<file path="src/rtl/finish_gen_pkg.sv">
// Shared types and default sizing for the multi-channel finish generator.
// The optional idle watchdog is enabled by defining FINISH_GEN_TIMEOUT_EN.
package finish_gen_pkg;

    typedef enum logic [1:0] {
        FG_IDLE  = 2'd0,
        FG_COUNT = 2'd1,
        FG_DONE  = 2'd2
    } fg_state_e;

    localparam int FG_NUM_CH_DEF = 4;
    localparam int FG_CNT_W_DEF  = 32;
    localparam int FG_TO_CYC_DEF = 1024;

endpackage

</file>
<file path="src/rtl/finish_gen_ch.sv">
// One finish-generator channel: target latch, strobe counter, sticky finish and pulse.
// With FINISH_GEN_TIMEOUT_EN defined, an idle watchdog can force completion and flag timeout.
module finish_gen_ch
    import finish_gen_pkg::*;
#(
    parameter int CNT_W  = FG_CNT_W_DEF,
    parameter int TO_CYC = FG_TO_CYC_DEF
) (
    input  logic             clk,
    input  logic             rstn,
    input  logic             enable,
    input  logic             clear,
    input  logic             cnt_enable,
    input  logic [CNT_W-1:0] total_num,
    output logic             finish,
    output logic             finish_pulse,
    output logic [CNT_W-1:0] cnt_val
`ifdef FINISH_GEN_TIMEOUT_EN
    ,
    output logic             timeout
`endif
);

    fg_state_e        state_reg;
    logic [CNT_W-1:0] cnt_reg;
    logic [CNT_W-1:0] target_reg;
    logic             finish_reg;
    logic             pulse_reg;
    logic [CNT_W-1:0] cnt_next;

    // cnt_reg is always below target_reg while counting, so this never wraps.
    assign cnt_next = cnt_reg + CNT_W'(1);

`ifdef FINISH_GEN_TIMEOUT_EN
    localparam int TO_W = $clog2(TO_CYC + 1);
    localparam logic [TO_W-1:0] TO_LIM = TO_W'(TO_CYC);

    logic [TO_W-1:0] idle_reg;
    logic [TO_W-1:0] idle_next;
    logic            timeout_reg;

    assign idle_next = idle_reg + TO_W'(1);
`endif

    always_ff @(posedge clk) begin
        if (!rstn) begin
            state_reg   <= FG_IDLE;
            cnt_reg     <= '0;
            target_reg  <= '0;
            finish_reg  <= 1'b0;
            pulse_reg   <= 1'b0;
`ifdef FINISH_GEN_TIMEOUT_EN
            idle_reg    <= '0;
            timeout_reg <= 1'b0;
`endif
        end else if (clear) begin
            // Target is kept; it is re-latched on the next start anyway.
            state_reg   <= FG_IDLE;
            cnt_reg     <= '0;
            finish_reg  <= 1'b0;
            pulse_reg   <= 1'b0;
`ifdef FINISH_GEN_TIMEOUT_EN
            idle_reg    <= '0;
            timeout_reg <= 1'b0;
`endif
        end else begin
            pulse_reg <= 1'b0;
            case (state_reg)
                FG_IDLE: begin
                    if (enable) begin
                        target_reg <= total_num;
                        cnt_reg    <= '0;
`ifdef FINISH_GEN_TIMEOUT_EN
                        idle_reg   <= '0;
`endif
                        if (total_num == '0) begin
                            state_reg  <= FG_DONE;
                            finish_reg <= 1'b1;
                            pulse_reg  <= 1'b1;
                        end else begin
                            state_reg <= FG_COUNT;
                        end
                    end
                end
                FG_COUNT: begin
                    if (enable) begin
                        if (cnt_enable) begin
                            cnt_reg  <= cnt_next;
`ifdef FINISH_GEN_TIMEOUT_EN
                            idle_reg <= '0;
`endif
                            if (cnt_next == target_reg) begin
                                state_reg  <= FG_DONE;
                                finish_reg <= 1'b1;
                                pulse_reg  <= 1'b1;
                            end
                        end
`ifdef FINISH_GEN_TIMEOUT_EN
                        else begin
                            idle_reg <= idle_next;
                            if (idle_next == TO_LIM) begin
                                state_reg   <= FG_DONE;
                                finish_reg  <= 1'b1;
                                pulse_reg   <= 1'b1;
                                timeout_reg <= 1'b1;
                            end
                        end
`endif
                    end
                end
                FG_DONE: begin
                    state_reg <= FG_DONE;
                end
                default: begin
                    state_reg <= FG_IDLE;
                end
            endcase
        end
    end

    assign finish       = finish_reg;
    assign finish_pulse = pulse_reg;
    assign cnt_val      = cnt_reg;
`ifdef FINISH_GEN_TIMEOUT_EN
    assign timeout      = timeout_reg;
`endif

endmodule

</file>
<file path="src/rtl/finish_gen_multi.sv">
// NUM_CH independent finish-generator channels with a combined all_finish flag.
// Defining FINISH_GEN_TIMEOUT_EN adds the per-channel idle watchdog and timeout output.
module finish_gen_multi
    import finish_gen_pkg::*;
#(
    parameter int NUM_CH = FG_NUM_CH_DEF,
    parameter int CNT_W  = FG_CNT_W_DEF,
    parameter int TO_CYC = FG_TO_CYC_DEF
) (
    input  logic                    clk,
    input  logic                    rstn,
    input  logic                    enable,
    input  logic                    clear,
    input  logic [NUM_CH-1:0]       ch_clear,
    input  logic [NUM_CH-1:0]       cnt_enable,
    input  logic [NUM_CH*CNT_W-1:0] total_num,
    output logic [NUM_CH-1:0]       finish,
    output logic [NUM_CH-1:0]       finish_pulse,
    output logic                    all_finish,
    output logic [NUM_CH*CNT_W-1:0] cnt_val
`ifdef FINISH_GEN_TIMEOUT_EN
    ,
    output logic [NUM_CH-1:0]       timeout
`endif
);

    generate
        for (genvar gi = 0; gi < NUM_CH; gi++) begin : g_ch
            finish_gen_ch #(
                .CNT_W  (CNT_W),
                .TO_CYC (TO_CYC)
            ) u_ch (
                .clk          (clk),
                .rstn         (rstn),
                .enable       (enable),
                .clear        (clear | ch_clear[gi]),
                .cnt_enable   (cnt_enable[gi]),
                .total_num    (total_num[gi*CNT_W +: CNT_W]),
                .finish       (finish[gi]),
                .finish_pulse (finish_pulse[gi]),
                .cnt_val      (cnt_val[gi*CNT_W +: CNT_W])
`ifdef FINISH_GEN_TIMEOUT_EN
                ,
                .timeout      (timeout[gi])
`endif
            );
        end
    endgenerate

    // Straight AND of registered levels: rises in the same cycle as the last finish.
    assign all_finish = &finish;

endmodule

</file>
<file path="config.mk">
export PLATFORM = sky130hd
export DESIGN_NAME = finish_gen_multi
export DESIGN_NICKNAME = d
export VERILOG_FILES = /design/src/rtl/finish_gen_pkg.sv /design/src/rtl/finish_gen_ch.sv /design/src/rtl/finish_gen_multi.sv
export SDC_FILE = /design/constraint.sdc
export NUM_CORES = 1
export LEC_CHECK = 0
export BUFFER_PORTS_ARGS = -buffer_cell sky130_fd_sc_hd__buf_2
export CORE_ASPECT_RATIO = 2
export CORE_MARGIN = 8
export CORE_UTILIZATION = 59
export DETAILED_ROUTE_END_ITERATION = 12
export PLACE_DENSITY = 0.94
export SLEW_MARGIN = 20
export SYNTH_ARGS = -nofsm -noshare
export SYNTH_HDL_FRONTEND = slang
export SYNTH_SLANG_ARGS = --single-unit
</file>
<file path="constraint.sdc">
create_clock -name clk -period 7.3 [get_ports clk]
set_input_delay 0.73 -clock clk [delete_from_list [all_inputs] [get_ports clk]]
set_output_delay 0.73 -clock clk [all_outputs]
set_load 0.01 [all_outputs]
</file>
=== Word level (Yosys, flattened, before mapping) ===
Index checks and enable logic that the tools add are counted.

* Add/subtract/negate cells: 4
* Eq/ne operators: 32
* Mux-type cells: 85
* Bitwise operators: 9
* Reductions and logical operators: 33

{| class="wikitable"
|+ Operator list
! operator !! count
|-
| $mux 32 || 9
|-
| $pmux 32 s2 || 4
|-
| $add 32x1->32 const B || 4
|-
| $eq 32x32->1 || 4
|-
| $logic_not 32->1 || 4
|-
| $mux 1 || 40
|-
| $mux 2 || 20
|-
| $reduce_and 4->1 || 9
|-
| $ne 2x2->1 const B || 12
|-
| $pmux 2 s3 || 4
|-
| $reduce_and 6->1 || 4
|-
| $ne 2x1->1 const B || 8
|-
| $pmux 1 s2 || 8
|-
| $reduce_and 3->1 || 4
|-
| $eq 2x1->1 const B || 4
|-
| $eq 2x2->1 const B || 4
|-
| $logic_not 2->1 || 4
|-
| $reduce_bool 2->1 || 4
|-
| $reduce_or 2->1 || 4
|-
| $not 1->1 || 5
|-
| $or 1x1->1 || 4
|}

* Flip-flop bits (word level): 272
* Input bits: 140
* Output and inout bits: 137
* Logic and storage cells: 183

=== Depth between registers and ports, before layout ===
* Depth in word-level cells: 6
* Mapped depth: 12
* Gate-level depth less buffers: 10

=== Cells and area by module ===
A second synthesis with hierarchy kept.

* Cell total of the unflattened synthesis: 2365
* Area total of the unflattened synthesis: 18001.0 sq um

{| class="wikitable"
|+ By module, submodules not included
! module !! instances !! cells an instance !! area an instance (sq um) !! seq. area each (sq um)
|-
| finish_gen_ch || 4 || 590 || 4491.8 || 1361.3
|-
| finish_gen_multi || 1 || 5 || 33.8 || 0.0
|}

=== Worst setup path before layout ===
Ideal clock, no wire load.

* Path type: reg2reg
* Start: reg g_ch[1].u_ch.cnt_reg[0]
* End: reg g_ch[1].u_ch.state_reg[1]
* Library setup time: 67 ps
* Data arrival time: 3492 ps
* Required time: 7233 ps
* Setup slack: 3741 ps
* Cell stages (with the launch flop): 12
* Path buffers: 1
* Period minus slack after synthesis: 3559 ps
* Path through: dfxtp_1 > ha_1 > buf_2 > nand3_1 > nor3_1 > xnor2_1 > o211ai_1 > or4_1 > or4_1 > or4_1 > a211o_1 > a21oi_2

* Word-level cells in the longest chain between the ends: 4

{| class="wikitable"
|+ RTL lines
! what !! line !! source
|-
| start, declared || finish_gen_ch.sv:25 || <nowiki>logic [CNT_W-1:0] cnt_reg;</nowiki>
|-
| start signal, assigned || finish_gen_ch.sv:88 || <nowiki>cnt_reg <= cnt_next;</nowiki>
|-
| $add 32x1->32 || finish_gen_ch.sv:32 || <nowiki>assign cnt_next = cnt_reg + CNT_W'(1);</nowiki>
|-
| $eq 32x32->1 || finish_gen_ch.sv:92 || <nowiki>if (cnt_next == target_reg) begin</nowiki>
|-
| $ne 2x1->1 (no line) || - ||
|-
| $reduce_and 4->1 (no line) || - ||
|-
| end signal, assigned || finish_gen_ch.sv:47 || <nowiki>state_reg <= FG_IDLE;</nowiki>
|-
| end signal, assigned || finish_gen_ch.sv:93 || <nowiki>state_reg <= FG_DONE;</nowiki>
|-
| end signal, assigned || finish_gen_ch.sv:112 || <nowiki>state_reg <= FG_DONE;</nowiki>
|-
| end, declared || finish_gen_ch.sv:24 || <nowiki>fg_state_e state_reg;</nowiki>
|}

Every way passes these cells.
A chain may end at the register's enable or synchronous reset.

=== Worst setup path in the final report ===
* Start: reg g_ch[0].u_ch.cnt_reg[0]
* End: reg g_ch[0].u_ch.finish_reg

* Word-level cells in the longest chain between the ends: 4

{| class="wikitable"
|+ RTL lines
! what !! line !! source
|-
| start, declared || finish_gen_ch.sv:25 ||
|-
| start signal, assigned || finish_gen_ch.sv:88 ||
|-
| $add 32x1->32 || finish_gen_ch.sv:32 ||
|-
| $eq 32x32->1 || finish_gen_ch.sv:92 ||
|-
| $ne 2x1->1 (no line) || - ||
|-
| $reduce_and 6->1 (no line) || - ||
|-
| end signal, assigned || finish_gen_ch.sv:50 || <nowiki>finish_reg <= 1'b0;</nowiki>
|-
| end signal, assigned || finish_gen_ch.sv:60 || <nowiki>finish_reg <= 1'b0;</nowiki>
|-
| end signal, assigned || finish_gen_ch.sv:94 || <nowiki>finish_reg <= 1'b1;</nowiki>
|-
| end, declared || finish_gen_ch.sv:27 || <nowiki>logic finish_reg;</nowiki>
|}

Every way passes these cells.

==> metrics.yaml <==
rsz0062_at_grt: "no"
coreArea_um2: 27500
grt_max_degree: 80
viasPerCell: 6.38
holdPathEnd: "g_ch[0].u_ch.target_reg[5]"
layout_min_cycle_time_ns: 4.10
synth_common_cells: "393 x nand2_1, 272 x dfxtp_1, 163 x a21oi_1"
maxSlewViolCount: 0
insertion_delay_ns: 0.55
whs_path_depth: 3
cts_buffers: 25
num_rows: 86
worstSetupPathType: "reg -> reg"
wl_mm: 56.1
drive_above_1_share_pct: 15.2
final-setup-viol-count: 0
grt_pass1_wl_mm: 88.1
synthArstFlopShare_pct: 0
root_buffer: "clkbuf_16"
r2r_slack_ns: 3.20
post-cts-setup-buffers: 0
ys_types: 72
synthTopCellsByArea: "dfxtp_1 33%, nand2_1 8.9%, xnor2_1 6.4%"
startpoint_type: "flip-flop"
remaining_drc_errors: 0
route.vias.total: 17700
ios: 277
synth-seq-cells: 272
holdWs_ns: 0.438
fin_tns_setup_ns: 0
timing.final.crit_share_pct: 56.1
wire_per_inst_um: 20.2
synth-compound-area-share_pct: 20.0
r2r_start: "g_ch[0].u_ch.cnt_val[0]"
setup_ws_ns: 3.20
yosys.area.top_type_share_pct: 33.0
synth-main-ff-cell: "dfxtp_1"
worst-path-buf-inv: 0
critPathSlowestCell: "nor4_1"
ir_drop_v: 0.000217
yosys.cell_count.top_type: "nand2_1"
cts.reportedPaths.clkPinSlew_ns: 0.07
maxCapViolCount: 0
dp_slack_ns: 3.33
cts.sinks: 272
status: "finished, final reports clean"
slew_headroom_pct: 31.8
crit_chain: "ha_1, nand3_1, or3_1, nor4_1, nand3_1, o32ai_1, o22ai_1, nor4_1, o221ai_1, a21oi_1"
cts_hold_buf: 0
synth_fa_ha_area_share_pct: 1.21
reg2reg_depth: 10
synthXorXnorAreaFrac_pct: 9.23
cts_buffer_depth: 3
grt_pass1_vias: 17300
total_power_uw: 3290
synth_edf_count: 0
hold_start: "total_num[5]"
p_leak_uw: 0.00684
syn_inst: 2232
dpl-instance-area_um2: 17900
max_freq_mhz: 244
ant_nets: 0
netlist_area_um2: 16500
avgSynthCellArea_um2: 7.39
first_iter_violations: 1467
crit_family: "simple AND/OR/NAND/NOR gates"
portBuffers: 276
powerDensity_nw_per_um2: 175
hold_violations: 0
die_y_um: 252
antenna_found_initial: 7
htreeDepth: 1
ys_seq_area_share_pct: 33.0
nets: 2553
syn_to_final_growth_pct: 13.8
ctsResizeCount: 0
worst_r2r_endpoint: "g_ch[0].u_ch.finish"
arrival_ns: 4.57
yosysWarnings: 0
cp.required_ns: 7.78
gp_congestion: 0.978
stdcell_area_um2: 18800
fin_worst_skew_ns: 0.0137
drt-pass1-iter-count: 6
synthMuxAreaShare_pct: 0.508
initial_core_util_pct: 59.9
fillerInstances: 2296
yosys.area_share.simple_pct: 31.2
hold_class: "in -> reg"
synth_top_family_by_area: "simple AND/OR/NAND/NOR gates"
critical_path.max_fanout: 9
cts_tree: "done"
post-synth-top-area-cell: "dfxtp_1"
die_x_um: 134
synthesis.nets: 2388
grt-ovfl-total: 0
tightestPinTransition_ns: 1.01
hpwlAfterDp_mm: 41.4
die_area_um2: 33900
end_kind: "flip-flop"
grt_usage_pct: 31.7
cpPeakStageDelay_ns: 0.74
-- how the worst max path moves through the flow --
stage | start | endpoint | slack, ns | cells past startpoint
2_1_floorplan | g_ch[1].u_ch.cnt_val[0] | g_ch[1].u_ch.state_reg[1] | 3.74 | 11
6_report | g_ch[0].u_ch.cnt_val[0] | g_ch[0].u_ch.finish | 3.20 | 10
3_5_place_dp | g_ch[1].u_ch.cnt_val[0] | g_ch[1].u_ch.state_reg[1] | 3.33 | 10
3_3_place_gp | g_ch[1].u_ch.cnt_val[0] | g_ch[1].u_ch.state_reg[1] | 3.40 | 10
5_1_grt | g_ch[0].u_ch.cnt_val[0] | g_ch[0].u_ch.state_reg[1] | 2.78 | 10
4_1_cts | g_ch[0].u_ch.cnt_val[0] | g_ch[0].u_ch.state_reg[1] | 3.30 | 10
-- per-layer routing --
metal	GRT usage (%)	routed length, µm	vias up
met3	5.87	4230	240
met1	31.8	19300	8306
met5	0	44	-
met2	58.0	28900	833
met4	20.9	3650	8
li1	-	-	8280
-- power by group --
group	internal (µW)	switching [µW]	total, µW	leakage [µW]
logic	104	164	269	0.00421
registers	1510	20.9	1530	0.00220
clock network	870	618	1490	0.000438
-- area by class of cell --
type                            instances  area, µm²  area share (%)
Antenna cell                            4       10.0          0.0533
Clock buffer                           31        668            3.56
Clock inverter                         14        244            1.30
Inverter                               34        128           0.680
Multi-Input combinational cell       1765      10300            54.8
Sequential cell                       272       5450            29.0
Tap cell                              352        440            2.35
Timing Repair Buffer                  299       1560            8.29
-- per-stage QoR --
stage | util, % | instances
2_1_floorplan | - | 2232
3_3_place_gp | 64.8 | 2722
3_5_place_dp | 64.8 | 2722
4_1_cts | 68.1 | 2767
5_1_grt | 68.1 | 2767
6_report | 68.2 | 2771
-- worst register-to-register path, cell delays in order, from the launching register on --
cell and delay, ns:
dfxtp_1 0.49, ha_1 0.39, nand3_1 0.19, or3_1 0.51
nor4_1 0.65, nand3_1 0.22, o32ai_1 0.27, o22ai_1 0.17
nor4_1 0.74, o221ai_1 0.21, a21oi_1 0.21
-- cells by family after synthesis --
logic type,after synthesis
DFF,272
adders and majority gates,16
AOI/OAI and AO/OA,523
xor gates and xnor gates,173
and+or+nand+nor,1045
muxes,8
buffers and inverters,195
-- cell usage in the layout (no fill, tap or decap), drive strengths merged, types with 6 or more instances in the layout --
master / synthesis / routed
bufinv: 0 / 6
xor2: 53 / 53
and4: 17 / 17
nor3b: 10 / 10
a21boi: 129 / 129
and3: 33 / 33
ha: 16 / 16
a31oi: 31 / 31
nor3: 73 / 73
and2: 18 / 18
inv: 34 / 37
nand3b: 18 / 18
xnor2: 120 / 120
nor4: 83 / 83
nor2: 150 / 150
nand2b: 12 / 12
clkbuf: 128 / 31
nor2b: 9 / 9
buf: 33 / 299
a311oi: 20 / 20
or3: 29 / 29
or4: 26 / 26
a21oi: 164 / 164
o21ai: 99 / 99
dfxtp: 272 / 272
o31ai: 6 / 6
o211ai: 7 / 7
nand3: 89 / 89
a21o: 9 / 9
nand4b: 8 / 8
a211oi: 11 / 11
a22oi: 7 / 7
nand4: 63 / 63
nand2: 393 / 393
No activity file was read; power rests on OpenSTA's default activity.
